## src/rtl/ntom_xbar_rr_if.sv

```systemverilog
// ntom_xbar_rr_if: request-side and output-side bundle of the N-to-M crossbar.
// Handshake: a beat moves across a port in any cycle where its valid and
// ready are both high at the rising clock edge; the source keeps valid,
// payload, select and last stable until that happens.
interface ntom_xbar_rr_if #(
   parameter int N         = 8,
   parameter int M         = 4,
   parameter int PLD_WIDTH = 32
);
   localparam int SEL_W = $clog2(M);

   logic [N-1:0]         in_vld;
   logic [PLD_WIDTH-1:0] in_pld    [N];
   logic [SEL_W-1:0]     in_select [N];
   logic [N-1:0]         in_last;
   logic [N-1:0]         in_rdy;
   logic [M-1:0]         out_vld;
   logic [PLD_WIDTH-1:0] out_pld   [M];
   logic [M-1:0]         out_last;
   logic [M-1:0]         out_rdy;

   // Request sources plus downstream sinks.
   modport master (
      output in_vld, in_pld, in_select, in_last, out_rdy,
      input  in_rdy, out_vld, out_pld, out_last
   );

   // The crossbar itself.
   modport slave (
      input  in_vld, in_pld, in_select, in_last, out_rdy,
      output in_rdy, out_vld, out_pld, out_last
   );
endinterface

```

## src/rtl/ntom_xbar_rr.sv

```systemverilog
// ntom_xbar_rr: N-input, M-output request crossbar. Each output has its own
// round-robin arbiter and a registered 2-entry buffer. Packet locking (an
// output stays with one input until that input's last beat) is built when
// NTOM_XBAR_PKT_LOCK_EN is defined; otherwise every beat is arbitrated alone.
module ntom_xbar_rr #(
   parameter int N         = 8,
   parameter int M         = 4,
   parameter int PLD_WIDTH = 32
) (
   input logic            clk,
   input logic            rst_n,
   ntom_xbar_rr_if.slave  bus
);
   localparam int SEL_W = $clog2(M);
   localparam int PTR_W = $clog2(N);

   logic [PTR_W-1:0]     ptr       [M];
   logic [1:0]           buf_cnt   [M];
   logic [PLD_WIDTH-1:0] head_pld  [M];
   logic [PLD_WIDTH-1:0] tail_pld  [M];
   logic [M-1:0]         head_last;
   logic [M-1:0]         tail_last;

   logic [M-1:0]         gnt_vld;
   logic [PTR_W-1:0]     gnt_idx   [M];
   logic [N-1:0]         gnt_mask;
   logic [M-1:0]         push;
   logic [M-1:0]         pop;

`ifdef NTOM_XBAR_PKT_LOCK_EN
   typedef enum logic {LK_IDLE, LK_LOCKED} lock_t;
   lock_t            lock_state [M];
   lock_t            lock_next  [M];
   logic [PTR_W-1:0] owner      [M];
   logic [PTR_W-1:0] owner_next [M];
`endif

   // Round-robin search per output, starting at its pointer; only outputs with
   // buffer room grant, and a locked output only considers its owner.
   always_comb begin
      gnt_vld  = '0;
      gnt_mask = '0;
      for (int j = 0; j < M; j++) gnt_idx[j] = '0;
      for (int j = 0; j < M; j++) begin
         if (buf_cnt[j] != 2'd2) begin
            for (int k = 0; k < N; k++) begin
`ifdef NTOM_XBAR_PKT_LOCK_EN
               if (!gnt_vld[j] && bus.in_vld[(int'(ptr[j]) + k) % N] &&
                   (bus.in_select[(int'(ptr[j]) + k) % N] == SEL_W'(j)) &&
                   ((lock_state[j] == LK_IDLE) ||
                    (owner[j] == PTR_W'((int'(ptr[j]) + k) % N)))) begin
`else
               if (!gnt_vld[j] && bus.in_vld[(int'(ptr[j]) + k) % N] &&
                   (bus.in_select[(int'(ptr[j]) + k) % N] == SEL_W'(j))) begin
`endif
                  gnt_vld[j] = 1'b1;
                  gnt_idx[j] = PTR_W'((int'(ptr[j]) + k) % N);
               end
            end
         end
         if (gnt_vld[j]) gnt_mask[gnt_idx[j]] = 1'b1;
      end
   end

   // Each input selects one output, so at most one bit of gnt_mask per input.
   assign bus.in_rdy = gnt_mask & {N{rst_n}};
   assign push       = gnt_vld;
   assign pop        = bus.out_vld & bus.out_rdy;

   // Outputs come straight from the buffer head registers.
   always_comb begin
      for (int j = 0; j < M; j++) begin
         bus.out_pld[j] = head_pld[j];
         bus.out_vld[j] = (buf_cnt[j] != 2'd0);
      end
   end
   assign bus.out_last = head_last;

   // Pointer update and 2-entry buffer (head/tail registers) per output.
   always_ff @(posedge clk or negedge rst_n) begin
      if (!rst_n) begin
         for (int j = 0; j < M; j++) begin
            ptr[j]      <= '0;
            buf_cnt[j]  <= 2'd0;
            head_pld[j] <= '0;
            tail_pld[j] <= '0;
         end
         head_last <= '0;
         tail_last <= '0;
      end else begin
         for (int j = 0; j < M; j++) begin
            if (push[j]) ptr[j] <= PTR_W'((int'(gnt_idx[j]) + 1) % N);
            case ({push[j], pop[j]})
               2'b10: begin
                  if (buf_cnt[j] == 2'd0) begin
                     head_pld[j]  <= bus.in_pld[gnt_idx[j]];
                     head_last[j] <= bus.in_last[gnt_idx[j]];
                  end else begin
                     tail_pld[j]  <= bus.in_pld[gnt_idx[j]];
                     tail_last[j] <= bus.in_last[gnt_idx[j]];
                  end
                  buf_cnt[j] <= buf_cnt[j] + 2'd1;
               end
               2'b01: begin
                  head_pld[j]  <= tail_pld[j];
                  head_last[j] <= tail_last[j];
                  buf_cnt[j]   <= buf_cnt[j] - 2'd1;
               end
               2'b11: begin
                  if (buf_cnt[j] == 2'd1) begin
                     head_pld[j]  <= bus.in_pld[gnt_idx[j]];
                     head_last[j] <= bus.in_last[gnt_idx[j]];
                  end else begin
                     head_pld[j]  <= tail_pld[j];
                     head_last[j] <= tail_last[j];
                     tail_pld[j]  <= bus.in_pld[gnt_idx[j]];
                     tail_last[j] <= bus.in_last[gnt_idx[j]];
                  end
               end
               default: ;
            endcase
         end
      end
   end

`ifdef NTOM_XBAR_PKT_LOCK_EN
   // Lock state register per output.
   always_ff @(posedge clk or negedge rst_n) begin
      if (!rst_n) begin
         for (int j = 0; j < M; j++) begin
            lock_state[j] <= LK_IDLE;
            owner[j]      <= '0;
         end
      end else begin
         for (int j = 0; j < M; j++) begin
            lock_state[j] <= lock_next[j];
            owner[j]      <= owner_next[j];
         end
      end
   end

   // Lock on a non-last beat from an idle output; release on the owner's last beat.
   always_comb begin
      for (int j = 0; j < M; j++) begin
         lock_next[j]  = lock_state[j];
         owner_next[j] = owner[j];
         if (push[j]) begin
            case (lock_state[j])
               LK_IDLE: begin
                  if (!bus.in_last[gnt_idx[j]]) begin
                     lock_next[j]  = LK_LOCKED;
                     owner_next[j] = gnt_idx[j];
                  end
               end
               LK_LOCKED: begin
                  if (bus.in_last[gnt_idx[j]]) lock_next[j] = LK_IDLE;
               end
               default: lock_next[j] = LK_IDLE;
            endcase
         end
      end
   end
`endif
endmodule

```

## src/flat_wrapper.sv

```systemverilog
// flat-port wrapper written by rule: the top's interface ports become plain ports
module ntom_xbar_rr_flat 
#(
   parameter int N         = 8,
   parameter int M         = 4,
   parameter int PLD_WIDTH = 32
)
  (clk, rst_n, bus_in_vld, bus_in_pld, bus_in_select, bus_in_last, bus_out_rdy, bus_in_rdy, bus_out_vld, bus_out_pld, bus_out_last);
  ntom_xbar_rr_if #(.N(N), .M(M), .PLD_WIDTH(PLD_WIDTH)) bus_i ();
  input logic clk;
  input logic rst_n;
  input wire logic [$bits(bus_i.in_vld)-1:0] bus_in_vld;
  input wire logic [$bits(bus_i.in_pld)-1:0] bus_in_pld;
  input wire logic [$bits(bus_i.in_select)-1:0] bus_in_select;
  input wire logic [$bits(bus_i.in_last)-1:0] bus_in_last;
  input wire logic [$bits(bus_i.out_rdy)-1:0] bus_out_rdy;
  output wire logic [$bits(bus_i.in_rdy)-1:0] bus_in_rdy;
  output wire logic [$bits(bus_i.out_vld)-1:0] bus_out_vld;
  output wire logic [$bits(bus_i.out_pld)-1:0] bus_out_pld;
  output wire logic [$bits(bus_i.out_last)-1:0] bus_out_last;
  assign bus_i.in_vld = bus_in_vld;
  assign bus_i.in_pld = {>>{bus_in_pld}};
  assign bus_i.in_select = {>>{bus_in_select}};
  assign bus_i.in_last = bus_in_last;
  assign bus_i.out_rdy = bus_out_rdy;
  assign bus_in_rdy = bus_i.in_rdy;
  assign bus_out_vld = bus_i.out_vld;
  assign bus_out_pld = {>>{bus_i.out_pld}};
  assign bus_out_last = bus_i.out_last;
  ntom_xbar_rr #(.N(N), .M(M), .PLD_WIDTH(PLD_WIDTH)) u_core (.clk(clk), .rst_n(rst_n), .bus(bus_i));
endmodule
```

## config.mk

```make
export PLATFORM = sky130hd
export DESIGN_NAME = ntom_xbar_rr_flat
export DESIGN_NICKNAME = d
export VERILOG_FILES = /design/src/rtl/ntom_xbar_rr_if.sv /design/src/rtl/ntom_xbar_rr.sv /design/src/flat_wrapper.sv
export SDC_FILE = /design/constraint.sdc
export NUM_CORES = 1
export LEC_CHECK = 0
export CELL_PAD_IN_SITES_DETAIL_PLACEMENT = 0
export CELL_PAD_IN_SITES_GLOBAL_PLACEMENT = 1
export CORE_ASPECT_RATIO = 1.25
export CORE_MARGIN = 4
export CORE_UTILIZATION = 30
export CTS_CLUSTER_SIZE = 16
export DETAILED_ROUTE_END_ITERATION = 7
export PLACE_DENSITY_LB_ADDON = 0.1
export SLEW_MARGIN = 25
export SYNTH_ARGS = -nofsm -noshare
export SYNTH_HDL_FRONTEND = slang
export SYNTH_SLANG_ARGS = --single-unit
```

## constraint.sdc

```tcl
create_clock -name clk -period 6.5 [get_ports clk]
set_input_delay 0.975 -clock clk [delete_from_list [all_inputs] [get_ports clk]]
set_output_delay 0.975 -clock clk [all_outputs]
set_load 0.05 [all_outputs]
```

==> out/metrics.json <==
{
  "run_status": {"value": "completed"},
  "register_area": {"value": 0.00711, "unit": "mm²"},
  "timing.reg2reg.worst_path_depth": {"value": 10},
  "cts_max_level": {"value": 2},
  "ant_nets": {"value": 0},
  "cts.repair.resized": {"value": 0},
  "crit_fanout": {"value": 11},
  "drt_drc_violations_left": {"value": 0},
  "hold_violations": {"value": 0},
  "footprint_of_the_multi_input_gates": {"value": 0.0180, "unit": "mm²"},
  "reg_to_reg_endpoint": {"value": "u_core.bus.out_pld[61]$_DFFE_PN0P_"},
  "fmax": {"value": 161, "unit": "MHz"},
  "timing.final.max_slew_violations": {"value": 0},
  "vias_in_the_first_global_route": {"value": 27500},
  "pin_count_of_the_biggest_net_entering_global_routing": {"value": 135},
  "cts.hold.buffers_added": {"value": 0},
  "final_net_count": {"value": 3549},
  "grt_first_pass_wirelength": {"value": 208, "unit": "mm"},
  "viasPerCell": {"value": 6.24},
  "drt_iter0_drc": {"value": 2957},
  "wl": {"value": 148, "unit": "mm"},
  "fillerInstances": {"value": 8777},
  "max_slew.worst_pin.slew": {"value": 1.05, "unit": "ns"},
  "chipHeight": {"value": 340, "unit": "µm"},
  "rows": {"value": 121},
  "timing.critical_path.arrival": {"value": 5.25, "unit": "ns"},
  "antenna_violations_before_repair": {"value": 54},
  "setup.reg_to_reg.worst_slack": {"value": 1.25, "unit": "ns"},
  "post_synth_instance_area": {"value": 0.0264, "unit": "mm²"},
  "startpoint_type": {"value": "input pin"},
  "ios": {"value": 438},
  "synthesis.yosys.warnings": {"value": 0},
  "yosys_most_used_dff": {"value": "sky130_fd_sc_hd__dfrtp_1"},
  "place.gp.congestion": {"value": 0.933},
  "floorplan.die_area": {"value": 0.0929, "unit": "mm²"},
  "fin_skew": {"value": 0.0313, "unit": "ns"},
  "period_minus_slack": {"value": 6.23, "unit": "ns"},
  "synth_cell_types": {"value": 97},
  "port_buffers": {"value": 437},
  "endpoint_kind": {"value": "output port"},
  "finalCritPeriodShare": {"value": 0.958},
  "most_frequent_cells_in_the_layout": {"value": "sky130_fd_sc_hd__clkdlybuf4s50_1 (428), sky130_fd_sc_hd__mux2i_1 (374), sky130_fd_sc_hd__dfrtp_1 (284)"},
  "detail_route.wl_per_cell": {"value": 33.4, "unit": "µm"},
  "start_util": {"value": 0.303},
  "syn_avg_cell_area": {"value": 9.21, "unit": "µm²"},
  "synth_nets": {"value": 3199},
  "clock_latency": {"value": 0.59, "unit": "ns"},
  "tritoncts_clock_tree": {"value": "built"},
  "hpwlAfterDp": {"value": 111, "unit": "mm"},
  "synth_seq_cells": {"value": 284},
  "critical_path.max_stage_delay": {"value": 0.70, "unit": "ns"},
  "cp_top_family": {"value": "compound AO/OA/AOI/OAI gates"},
  "timing.max_slew.rel_slack": {"value": 0.300},
  "worst_path_max_delay_cell": {"value": "sky130_fd_sc_hd__clkdlybuf4s50_1"},
  "routed-via-count": {"value": 27700},
  "groute.usage.overall": {"value": 0.307},
  "clk_root_buffer_cell": {"value": "sky130_fd_sc_hd__clkbuf_16"},
  "cts.reportedPaths.clkPinSlew": {"value": 0.06, "unit": "ns"},
  "post_cts.repair.setup_buffers": {"value": 0},
  "layout-area-overhead-vs-synth": {"value": 28.4, "unit": "%"},
  "core_area": {"value": 0.0872, "unit": "mm²"},
  "cts.sinks": {"value": 284},
  "yosysSeqAreaShare": {"value": 0.269},
  "rsz0062_at_grt": {"value": "false"},
  "die-width": {"value": 273, "unit": "µm"},
  "drv.max_cap_violation_count": {"value": 0},
  "synthesis.instances": {"value": 2869},
  "drt-pass1-iter-count": {"value": 8},
  "cell_breakdown_of_the_critical_path": {"value": "clkdlybuf4s50_1, or3b_1, a211oi_1, nor3_1, o22a_1, o211a_1, a211oi_1, o21ai_4, nand2_1, nor3_1, o41a_1, buf_12"},
  "cts-buffers-inserted": {"value": 37},
  "reg_to_reg_critical_path_startpoint": {"value": "u_core.ptr[4]$_DFFE_PN0P_"},
  "totalNegativeSetupSlack": {"value": 0, "unit": "ns"},
  "timing.critical_path.buf_inv": {"value": 2},
  "critical_path_required": {"value": 5.52, "unit": "ns"},
  "globalRouteOverflowTotal": {"value": 0},
  "synth-async-reset-ratio": {"value": 1.00},
  "critPathKind": {"value": "in2out"},
  "final_common_cell": {"value": "sky130_fd_sc_hd__clkdlybuf4s50_1"},
  "ctsLongestPathBuffers": {"value": 3},
  "synth_edf_count": {"value": 0},
  "post_route_cells_drive_above_1_share": {"value": 0.148},
  "finalSetupViolCount": {"value": 0},
  "hold_class": {"value": "in2async"}
}
==> per-stage QoR <==
stage | setup slack, ns | instance area (µm²) | std cells | util | hold WS, ns
global route | 0.0893 | 33800 | 4414 | 0.388 | 0.311
global placement | 0.289 | 32600 | 4348 | 0.374 | 0.468
detailed placement | 0.327 | 32600 | 4348 | 0.374 | 0.471
finish | 0.270 | 33900 | 4444 | 0.389 | 0.290
floorplan | 0.819 | 26400 | 2869 | - | 0.450
CTS | 0.289 | 33800 | 4411 | 0.388 | 0.292
==> cells by family (layout without fill, tap and decap cells) <==
logic type / after synthesis / count (layout) / share of synthesized area
xor+xnor: 22 / 22 / 0.00786
other cells: 0 / 33 / 0
mux: 562 / 562 / 0.269
buf+inv: 342 / 716 / 0.0576
simple gates: 763 / 763 / 0.146
compound gates: 860 / 860 / 0.233
fa+ha+maj: 36 / 36 / 0.0171
flops: 284 / 284 / 0.269
==> synthesized netlist by cell type (all sizes together), types with 10 or more instances <==
master  count  area share
o21a       10      0.0028
nor3       49      0.0093
ha         36       0.017
o211ai    109       0.031
o211a      38       0.014
o21ai     258       0.049
dfrtp     284        0.27
nor2b      14      0.0033
mux2       75       0.032
mux2i     377        0.14
a211oi     15      0.0046
a31oi      10      0.0026
inv        53      0.0076
o22ai      11      0.0028
nand4      44       0.010
nand2     203       0.029
a222oi     34       0.013
nand3b     19      0.0054
xnor2      17      0.0059
a21oi      47      0.0090
nor3b      19      0.0066
a22oi     142       0.040
nor2       82       0.012
mux4      110       0.094
nand3     254       0.048
a211o      38       0.013
buf        98       0.023
clkbuf    189       0.027
o41ai      34       0.011
nand4b     13      0.0043
a41oi      37       0.012
==> final cells by class <==
type	count	share of cell area
Inverter	55	0.00645
Antenna cell	33	0.00243
Timing Repair Buffer	598	0.172
Sequential cell	284	0.209
Clock buffer	52	0.0316
Tap cell	1168	0.0431
Multi-Input combinational cell	2243	0.531
Clock inverter	11	0.00424
==> flip-flops by register name, indices dropped and copies added, names as in the netlist <==
register and flops:
u_core.ptr 12, u_core.bus.out_last 4, u_core.buf_cnt 8, u_core.tail_pld 128, u_core.tail_last 4, u_core.bus.out_pld 128
==> worst reg2reg max path, delay by kind of cell (launching register included) <==
family / cells / cell delay (ns)
fa+ha+maj: 1 / 0.69
mux: 2 / 1.27
flops: 1 / 0.70
simple gates: 1 / 0.27
compound gates: 4 / 1.28
buf+inv: 2 / 0.94
==> per-layer routing <==
metal	GRT usage	share of wire
met5	0	0.0016
met4	0.176	0.071
met3	0.0760	0.079
met2	0.530	0.49
met1	0.344	0.36
==> worst max-delay path by stage <==
stage	startpoint	end	slack [ns]	cells past startpoint
final	bus_in_select[8]	bus_in_rdy[2]	0.27	12
after detailed placement	bus_in_select[7]	bus_in_rdy[5]	0.33	13
after global placement	bus_in_select[7]	bus_in_rdy[5]	0.29	13
after global routing	bus_in_vld[7]	bus_in_rdy[1]	0.09	14
after CTS	bus_in_select[7]	bus_in_rdy[5]	0.29	13
after floorplan	bus_in_select[2]	bus_in_rdy[6]	0.82	14
Power is left out: the tool's default activity adds up to more than one toggle a clock period on the data nets, which glitch-free logic cannot reach.
